==> config.mk <==
export PLATFORM = sky130hd
export DESIGN_NAME = control_sequencer
export DESIGN_NICKNAME = d
export VERILOG_FILES = /design/src/rtl/control_sequencer.sv
export SDC_FILE = /design/constraint.sdc
export NUM_CORES = 1
export LEC_CHECK = 0
export BUFFER_PORTS_ARGS = -buffer_cell sky130_fd_sc_hd__buf_4
export CAP_MARGIN = 20
export CORE_ASPECT_RATIO = 0.8
export CORE_MARGIN = 2
export CORE_UTILIZATION = 54
export CTS_BUF_LIST = sky130_fd_sc_hd__clkbuf_8
export CTS_CLUSTER_SIZE = 40
export DETAILED_ROUTE_END_ITERATION = 8
export GPL_TIMING_DRIVEN = 0
export PLACE_DENSITY = 0.84
export SYNTH_ARGS = -nofsm -noshare
export SYNTH_HDL_FRONTEND = slang
export SYNTH_SLANG_ARGS = --single-unit
==> constraint.sdc <==
create_clock -name clk -period 2.5 [get_ports clk]
set_clock_uncertainty 0.1 [all_clocks]
set_input_delay 0.375 -clock clk [delete_from_list [all_inputs] [get_ports clk]]
set_output_delay 0.375 -clock clk [all_outputs]
set_load 0.01 [all_outputs]
==> src/rtl/control_sequencer.sv <==
// control_sequencer: multi-cycle FETCH/DECODE/EXEC control unit for the 8-bit CPU.
// Accepts instructions over a valid/ready handshake, owns the program counter,
// resolves unconditional and conditional jumps from comparator flags, stalls
// RAM stores while memory is busy and stops on HALT until reset.
// Optional feature macro: CU_SINGLE_STEP_EN (adds a 'step' input that gates
// instruction acceptance to one instruction per step pulse).

module control_sequencer #(
    parameter int OPCODE_W = 4,
    parameter int ADDR_W   = 8,
    parameter int CTRL_W   = 16
) (
    input  logic                clk,
    input  logic                rst_n,
    input  logic                instr_valid,
    input  logic [OPCODE_W-1:0] instr_opcode,
    input  logic [ADDR_W-1:0]   instr_operand,
    output logic                instr_ready,
    input  logic                flag_eq,
    input  logic                flag_lt,
    input  logic                flag_gt,
    input  logic                mem_busy,
`ifdef CU_SINGLE_STEP_EN
    input  logic                step,
`endif
    output logic [CTRL_W-1:0]   ctrl_signals,
    output logic [ADDR_W-1:0]   pc,
    output logic                halted,
    output logic                illegal
);

    // Sequencer states
    localparam logic [1:0] ST_FETCH  = 2'd0;
    localparam logic [1:0] ST_DECODE = 2'd1;
    localparam logic [1:0] ST_EXEC   = 2'd2;
    localparam logic [1:0] ST_HALT   = 2'd3;

    // Control word bit positions
    localparam int BIT_A    = 0;
    localparam int BIT_B    = 1;
    localparam int BIT_Z    = 2;
    localparam int BIT_Y    = 3;
    localparam int BIT_R    = 4;
    localparam int BIT_ALU  = 5;
    localparam int BIT_SHFU = 6;
    localparam int BIT_SHFD = 7;
    localparam int BIT_RAM  = 8;
    localparam int BIT_MUXA = 9;
    localparam int BIT_MUXB = 10;
    localparam int BIT_DEX  = 11;
    localparam int BIT_JP   = 12;
    localparam int BIT_JPC  = 13;
    localparam int BIT_CMP0 = 14;
    localparam int BIT_CMP1 = 15;

    logic [1:0]          state_q;
    logic [1:0]          state_next;
    logic [OPCODE_W-1:0] opcode_q;
    logic [ADDR_W-1:0]   operand_q;
    logic [CTRL_W-1:0]   ctrl_q;
    logic [ADDR_W-1:0]   pc_q;
    logic                armed_q;
    logic                step_ok;
    logic                handshake;
    logic [CTRL_W-1:0]   decoded_word;
    logic                op_undefined;
    logic                op_halt;
    logic                store_stall;
    logic                jump_taken;
    logic [ADDR_W-1:0]   next_pc;

`ifdef CU_SINGLE_STEP_EN
    logic step_seen_q;

    // Remember a step pulse until the instruction it releases is accepted
    always_ff @(posedge clk or negedge rst_n) begin
        if (!rst_n) begin
            step_seen_q <= 1'b0;
        end else if (handshake) begin
            step_seen_q <= 1'b0;
        end else if (step) begin
            step_seen_q <= 1'b1;
        end
    end

    assign step_ok = step_seen_q;
`else
    assign step_ok = 1'b1;
`endif

    // armed_q keeps instr_ready low while reset is held and for the
    // remainder of the cycle in which reset is released
    assign instr_ready  = (state_q == ST_FETCH) && armed_q && step_ok;
    assign handshake    = instr_valid && instr_ready;
    assign ctrl_signals = ctrl_q;
    assign pc           = pc_q;
    assign halted       = (state_q == ST_HALT);
    assign illegal      = (state_q == ST_DECODE) && op_undefined;

    // Only the two store opcodes carry the Ram bit, so it identifies a store
    assign store_stall  = (state_q == ST_EXEC) && ctrl_q[BIT_RAM] && mem_busy;

    // Translate the latched opcode into a control word
    always_comb begin
        logic [15:0] word16;
        word16       = 16'h0000;
        op_undefined = 1'b0;
        op_halt      = 1'b0;
        decoded_word = '0;
        if ((opcode_q >> 4) != '0) begin
            op_undefined = 1'b1;
        end else begin
            case (opcode_q[3:0])
                4'b0000: word16[BIT_R] = 1'b1;
                4'b0001: begin
                    word16[BIT_R]   = 1'b1;
                    word16[BIT_ALU] = 1'b1;
                end
                4'b0010: word16[BIT_A]    = 1'b1;
                4'b0011: word16[BIT_B]    = 1'b1;
                4'b0100: word16[BIT_Z]    = 1'b1;
                4'b0101: word16[BIT_SHFD] = 1'b1;
                4'b0110: word16[BIT_SHFU] = 1'b1;
                4'b0111: word16[BIT_Y]    = 1'b1;
                4'b1000: begin
                    word16[BIT_RAM]  = 1'b1;
                    word16[BIT_MUXB] = 1'b1;
                    word16[BIT_DEX]  = 1'b1;
                end
                4'b1001: word16[BIT_RAM] = 1'b1;
                4'b1010: begin
                    word16[BIT_Z]    = 1'b1;
                    word16[BIT_MUXA] = 1'b1;
                end
                4'b1011: word16[BIT_JP] = 1'b1;
                4'b1100: word16[BIT_JPC] = 1'b1;
                4'b1101: begin
                    word16[BIT_JPC]  = 1'b1;
                    word16[BIT_CMP0] = 1'b1;
                end
                4'b1110: begin
                    word16[BIT_JPC]  = 1'b1;
                    word16[BIT_CMP1] = 1'b1;
                end
                default: op_halt = 1'b1;
            endcase
        end
        decoded_word[15:0] = word16;
    end

    // Decide whether the instruction in EXEC redirects the program counter
    always_comb begin
        jump_taken = 1'b0;
        if (ctrl_q[BIT_JP]) begin
            jump_taken = 1'b1;
        end else if (ctrl_q[BIT_JPC]) begin
            case ({ctrl_q[BIT_CMP1], ctrl_q[BIT_CMP0]})
                2'b00:   jump_taken = flag_eq;
                2'b01:   jump_taken = flag_lt;
                2'b10:   jump_taken = flag_gt;
                default: jump_taken = 1'b0;
            endcase
        end
        next_pc = jump_taken ? operand_q : (pc_q + ADDR_W'(1));
    end

    // Sequencer next-state selection
    always_comb begin
        state_next = state_q;
        case (state_q)
            ST_FETCH:  if (handshake) state_next = ST_DECODE;
            ST_DECODE: state_next = op_halt ? ST_HALT : ST_EXEC;
            ST_EXEC:   if (!store_stall) state_next = ST_FETCH;
            ST_HALT:   state_next = ST_HALT;
            default:   state_next = ST_FETCH;
        endcase
    end

    // State register and post-reset readiness flag
    always_ff @(posedge clk or negedge rst_n) begin
        if (!rst_n) begin
            state_q <= ST_FETCH;
            armed_q <= 1'b0;
        end else begin
            state_q <= state_next;
            armed_q <= 1'b1;
        end
    end

    // Capture the instruction fields on the handshake
    always_ff @(posedge clk or negedge rst_n) begin
        if (!rst_n) begin
            opcode_q  <= '0;
            operand_q <= '0;
        end else if (handshake) begin
            opcode_q  <= instr_opcode;
            operand_q <= instr_operand;
        end
    end

    // Control word register: loaded leaving DECODE, held through a store
    // stall, cleared everywhere else
    always_ff @(posedge clk or negedge rst_n) begin
        if (!rst_n) begin
            ctrl_q <= '0;
        end else begin
            case (state_q)
                ST_DECODE: ctrl_q <= decoded_word;
                ST_EXEC:   if (!store_stall) ctrl_q <= '0;
                default:   ctrl_q <= '0;
            endcase
        end
    end

    // Program counter advances or jumps only when EXEC completes
    always_ff @(posedge clk or negedge rst_n) begin
        if (!rst_n) begin
            pc_q <= '0;
        end else if ((state_q == ST_EXEC) && !store_stall) begin
            pc_q <= next_pc;
        end
    end

endmodule

======== After elaboration in Yosys (flattened, before gate mapping) ========
Index checks and enable logic that the tools add are counted.
Widths: inputs -> output; s select.
cells by class
  add/subtract/negate cells ............... 1
  multipliers ............................. 0
  divide/modulo/power cells ............... 0
  order comparisons ....................... 0
  equality and inequality tests ........... 21
  shift operators ......................... 0
  muxes and demuxes ....................... 25
  bitwise logic cells ..................... 0
  reductions and logical operators ........ 15
operators by type and width
  cell                 number
  $pmux 16 s2          1
  $eq 4x4->1 const B   7
  $mux 1               17
  $eq 4x3->1 const B   4
  $mux 16              1
  $reduce_or 15->1     1
  $add 8x1->8 const B  1
  $eq 4x2->1 const B   2
  $mux 8               1
  $pmux 2 s4           1
  $eq 2x2->1 const B   3
  $mux 2               3
  $reduce_or 2->1      3
  $logic_and 1x1->1    5
  $eq 2x1->1 const B   2
  $eq 4x1->1 const B   1
  $logic_not 2->1      2
  $logic_not 4->1      1
  $ne 2x2->1 const B   2
  $pmux 1 s3           1
  $reduce_or 3->1      1
  $reduce_and 2->1     1
  $logic_not 1->1      1
word-level totals
  register bits ........................... 39
  latch bits .............................. 0
  RAM bits ................................ 0
  bits in read-only memories .............. 0
  input port bits ......................... 19
  output and inout bits ................... 27
  memories ................................ 0

======== Depth between registers and ports, before layout ========
  depth in word-level cells ............... 5
  gate-level depth with buffers ........... 6
  mapped depth without buffers ............ 5

======== Worst setup path before layout ========
No wires, ideal clock.
  path kind ............................... register to register
  start point ............................. register state_q[0]
  end point ............................... register opcode_q[0]
  setup time .............................. 125 ps
  arrival time ............................ 1740 ps
  required time ........................... 2275 ps
  setup slack ............................. 535 ps
  cell stages (with the launch flop) ...... 6
  path buffers ............................ 2
  path through ............................ dfrtp_1 -> nor3b_1 -> and2_1 -> clkbuf_1 -> buf_2 -> mux2_2
between the ends
  longest elaborated chain between the ends .. 3
ends and longest elaborated chain
  item                      RTL line  source
  start: declaration        56        logic [1:0] state_q;
  start signal: assignment  185       state_q <= state_next;
  $logic_not 2->1           93        assign instr_ready = (state_q == ST_FETCH) && armed_q && step_ok;
  $logic_and 1x1->1         93
  net instr_ready           18        output logic instr_ready,
  $logic_and 1x1->1         94        assign handshake = instr_valid && instr_ready;
  end signal: assignment    196       opcode_q <= instr_opcode;
  end: declaration          58        logic [OPCODE_W-1:0] opcode_q;
The timed path passes the listed nets, and every way through them passes these cells.
A chain may end at the register's enable or synchronous reset.

======== Final worst setup path ========
  start point ............................. register ctrl_q[14] (netlist: ctrl_signals[14])
  end point ............................... register pc_q[6] (netlist: pc[6])
between the ends
  longest elaborated chain between the ends .. 5
ends and longest elaborated chain
  item                                      RTL line  source
  start: declaration                        60        logic [CTRL_W-1:0] ctrl_q;
  start signal: assignment                  208       ST_DECODE: ctrl_q <= decoded_word;
  $eq 2x2->1, or another cell as far along  157       case ({ctrl_q[BIT_CMP1], ctrl_q[BIT_CMP0]})
  $pmux 1 s3 *                              157
  $mux 1 *                                  156       end else if (ctrl_q[BIT_JPC]) begin
  $mux 1 *                                  154       if (ctrl_q[BIT_JP]) begin
  $mux 8 *                                  164       next_pc = jump_taken ? operand_q : (pc_q + ADDR_W'(1));
  end signal: assignment                    220       pc_q <= next_pc;
  end: declaration                          61        logic [ADDR_W-1:0] pc_q;
Mark *: on every way between the ends. The rest lies on a longest branch, timed or not.

==> summary by stage <==
Power and ir drop
The power density relative to cell area is 869 nW/um^2. The register share of total power is 45.6%. The proportion of power drawn by the clock network is 24.5%. In this run the power spent charging and discharging nets is 640 uW. The worst supply voltage drop on vdd is 504 uV. The internal power consumption is 1.33 mW.

The analysis attributes to cell leakage a power of 1.12 nW. Net switching is 32.5% of the power. In this run, the combinational gates consume 30.0% of the power.

Critical path
The worst stage delay on the critical path is 0.54 ns. The setup slack of the most critical reg-to-reg path is 0.44 ns. The maximum net fanout on the critical path is 10. The worst setup path is captured at a register. The class of the most critical setup path is register to register. Counting both buffers and inverters, the worst setup path holds a total of 1.

The slowest stage of the critical path belongs to the cell a311oi_4. The gate family responsible for the most delay along the worst path is compound AO/OA/AOI/OAI gates. The endpoint required time on the critical path is 2.54 ns. Traced cell by cell, the critical path runs through mux2_4 -> a311oi_4 -> buf_6 -> mux2i_1 -> a2bb2oi_1. The critical path data arrival time is 2.11 ns. The critical path launch point type is a register.

Detailed routing
The final layout contains routed wiring with a total length of 3.88 mm. The detail route stage leaves a number of antenna-violating nets equal to 0. The overall via count from detail_route is 1401. After the first detailed-routing iteration, the DRC count stood at 126. In the final routed layout, each cell accounts on average for 15.4 um. The total iterations of the first detailed-routing run is 4. The mean number of vias per cell is 5.56. The DRC violation count after routing is 0.

Synthesis
Yosys printed 0 warnings. The predominant post-synthesis flop cell is dfrtp_1. Summing the sequential cell areas from Yosys gives 53.7% of the chip area. Yosys attributes the largest share of cell area to dfrtp_1 54%, mux2_2 6.4%, nand2_1 4.5%. The flop and latch count out of synthesis is 38.

The number of nets produced by synthesis is 179. The top cell type's share of synthesized area is 53.7%. The number of enable-type register cells in the synthesized netlist is 0. By count the netlist is led by 38 x dfrtp_1, 21 x nand2_1, 10 x mux2_2, 9 x a21oi_1. After synthesis, the netlist uses 38 different library cells. Synthesis produced a netlist whose cell count is 159.

Each instance of the synthesized netlist takes up on average 11.1 sq um. Yosys instantiated no cell more often than dfrtp_1. The library cell with the largest summed area after synthesis is dfrtp_1. The async set-or-reset flop fraction in the synthesized netlist is 100%. The cell area that synthesis handed to floorplanning was 1770 sq um.

Timing
The setup TNS after final layout is 0 ns. The final hold slack is 0.192 ns. The number of hold violations in the final report is 0. Setup slack on the critical path of the routed design comes to 0.438 ns. Dividing the final minimum period by the clock period gives 82.5%. Setup repair after global routing left no endpoint under its margin. Measured against its own limit, the worst slew margin works out to 60.1%. Setup violations remaining at the end of the flow were counted as 0. The number of max-slew violations in the final report is 0. The highest achievable clock rate is 0.485 GHz. The slew of the pin with the lowest slew margin is 0.599 ns. The minimum period implied by the final worst setup slack is 2.06 ns.

Die
The number of rows created at floorplan is 18. The region available for standard cell placement spans 3110 sq um. The die is 55.2 um tall. Once the floorplan was initialized, standard cells occupied 56.9% of the core. The die covers 3750 sq um.

The die width is 68.0 um. During I/O placement, the number of pins put on the boundary was 46.

Final layout
With fillers left out, the area of the finished cells amounts to 2270 sq um. 0 antenna diodes ended up in the layout. The number of nets in the layout is 231. The post-route netlist has 34.0% of its cells at a drive strength greater than 1. The area growth from synthesis to layout is 28.3%.

Global route
The wire length of the first global-routing pass is 6.17 mm. Global routing used 23.2% of the available tracks across all layers. Entering global routing, the biggest net connects 39 pins. The number of global-route vias before repair came to 1291.

The global route total overflow is 0. The initial antenna violation count is 0.

CTS
After clock tree synthesis, the clock-pin slew on the worst setup and hold paths is 0.07 ns. The later pin in the worst-skew pair is clocked with a latency of 0.29 ns. After clock tree synthesis, the repair step resized 0 gates. The number of buffers inserted during clock tree synthesis is 5. The CTS tree is built. Counting every sink on the clock net gives 38. Counting along the longest clock path gives a buffer depth of 2.

In this run the clock root is driven by a clkbuf_8. The H-tree was split into 2 levels.

Placed design
Summing all placed instances gives a cell area of 2150 sq um. Detailed placement ended at an HPWL of 2.91 mm. The routability congestion estimate is 0.805. Buffers placed on the I/O ports in this run total 44. The pre-CTS setup slack is 0.429 ns.

Outcome
The flow ran to the end, and the final reports show no timing, DRC or antenna violations.

Job
The number of violations of the max-capacitance limit is 0.

Worst hold path
The tightest min-delay check is of the primary input to register type.
cell families after synthesis:
logic type / Yosys count / synth area share [%]
other: 2 / 0.424
buffers and inverters: 15 / 4.53
flip-flops: 38 / 53.7
AO/OA/AOI/OAI: 37 / 15.6
multiplexers: 18 / 11.2
adder cells (fa/ha/maj): 1 / 0.707
AND/OR/NAND/NOR: 48 / 13.8
worst reg2reg max path, cell delays in order (launching register included):
cell,delay [ns]
dfrtp_1,0.44
mux2_4,0.33
a311oi_4,0.54
buf_6,0.22
mux2i_1,0.20
a2bb2oi_1,0.08
final timing paths:
kind / startpoint / to / cells after the start
worst min-delay path: instr_opcode[1] / opcode_q[1]$_DFFE_PN0P_ / 3
min in group asynchronous: rst_n / ctrl_signals[4]$_DFFE_PN0P_ / 2
worst max register to register: ctrl_signals[14]$_DFFE_PN0P_ / pc[6]$_DFFE_PN0P_ / 5
worst max-delay path: ctrl_signals[14]$_DFFE_PN0P_ / pc[6]$_DFFE_PN0P_ / 5
worst min register to register: ctrl_signals[9]$_DFFE_PN0P_ / ctrl_signals[9]$_DFFE_PN0P_ / 2
max in group asynchronous: rst_n / operand_q[5]$_DFFE_PN0P_ / 2
cells in the final DEF (no fill, tap or decap), types with 2 or more instances in the layout:
cell	n
buf_4	46
dfrtp_1	38
nand2_1	21
mux2_2	10
a21oi_1	9
clkbuf_8	8
mux2i_1	7
o21ai_0	7
clkbuf_1	6
nor2_1	5
a22o_1	5
nand3_1	5
a2bb2oi_1	5
inv_1	4
nand2b_1	3
and2_1	2
nor3b_1	2
a32o_1	2
o31ai_1	2
buf_6	2
and3_1	2
a21o_1	2
conb_1	2
metal layers:
metal,GRT usage (%),part of all wire (%)
met1,32.1,44
met2,34.5,49
met3,7.69,5.6
met4,7.67,0.93
met5,0,0
state kept, by name, summed over array words and instances (netlist names):
signal	flops
ctrl_signals	15
armed_q	1
state_q	2
opcode_q	4
operand_q	8
pc	8
area by class of cell:
class / instances / area, sq um
buffer: 11 / 65.1
clock buffer: 8 / 110
fill: 239 / 838
inverter: 4 / 15.0
multi-input combinational: 106 / 738
sequential: 38 / 951
tap: 40 / 50.0
timing repair buffer: 45 / 340
stage by stage:
step / total power [mW] / instances / utilization (%)
final: 1.97 / 252 / 73.0
after global routing: 2.09 / 252 / 73.0
after CTS: 1.98 / 252 / 73.0
after detailed placement: 1.50 / 243 / 69.2
after global placement: 1.45 / 243 / 69.2
after floorplan: 1.23 / 159 / -
power by group through the flow:
stage	combinational, mW	sequential (mW)	clock (mW)
2_1_floorplan	0.338	0.893	0
3_3_place_gp	0.559	0.887	0
5_1_grt	0.654	0.914	0.523
6_report	0.590	0.898	0.482
4_1_cts	0.593	0.894	0.493
3_5_place_dp	0.591	0.908	0
what timing repair did:
action / CTS / global route
hold endpoints to repair: 38 / 0
buffers inserted: 0 / 0
hold buffers: 1 / 0
Note: power is estimated with default switching activity, not from simulation.
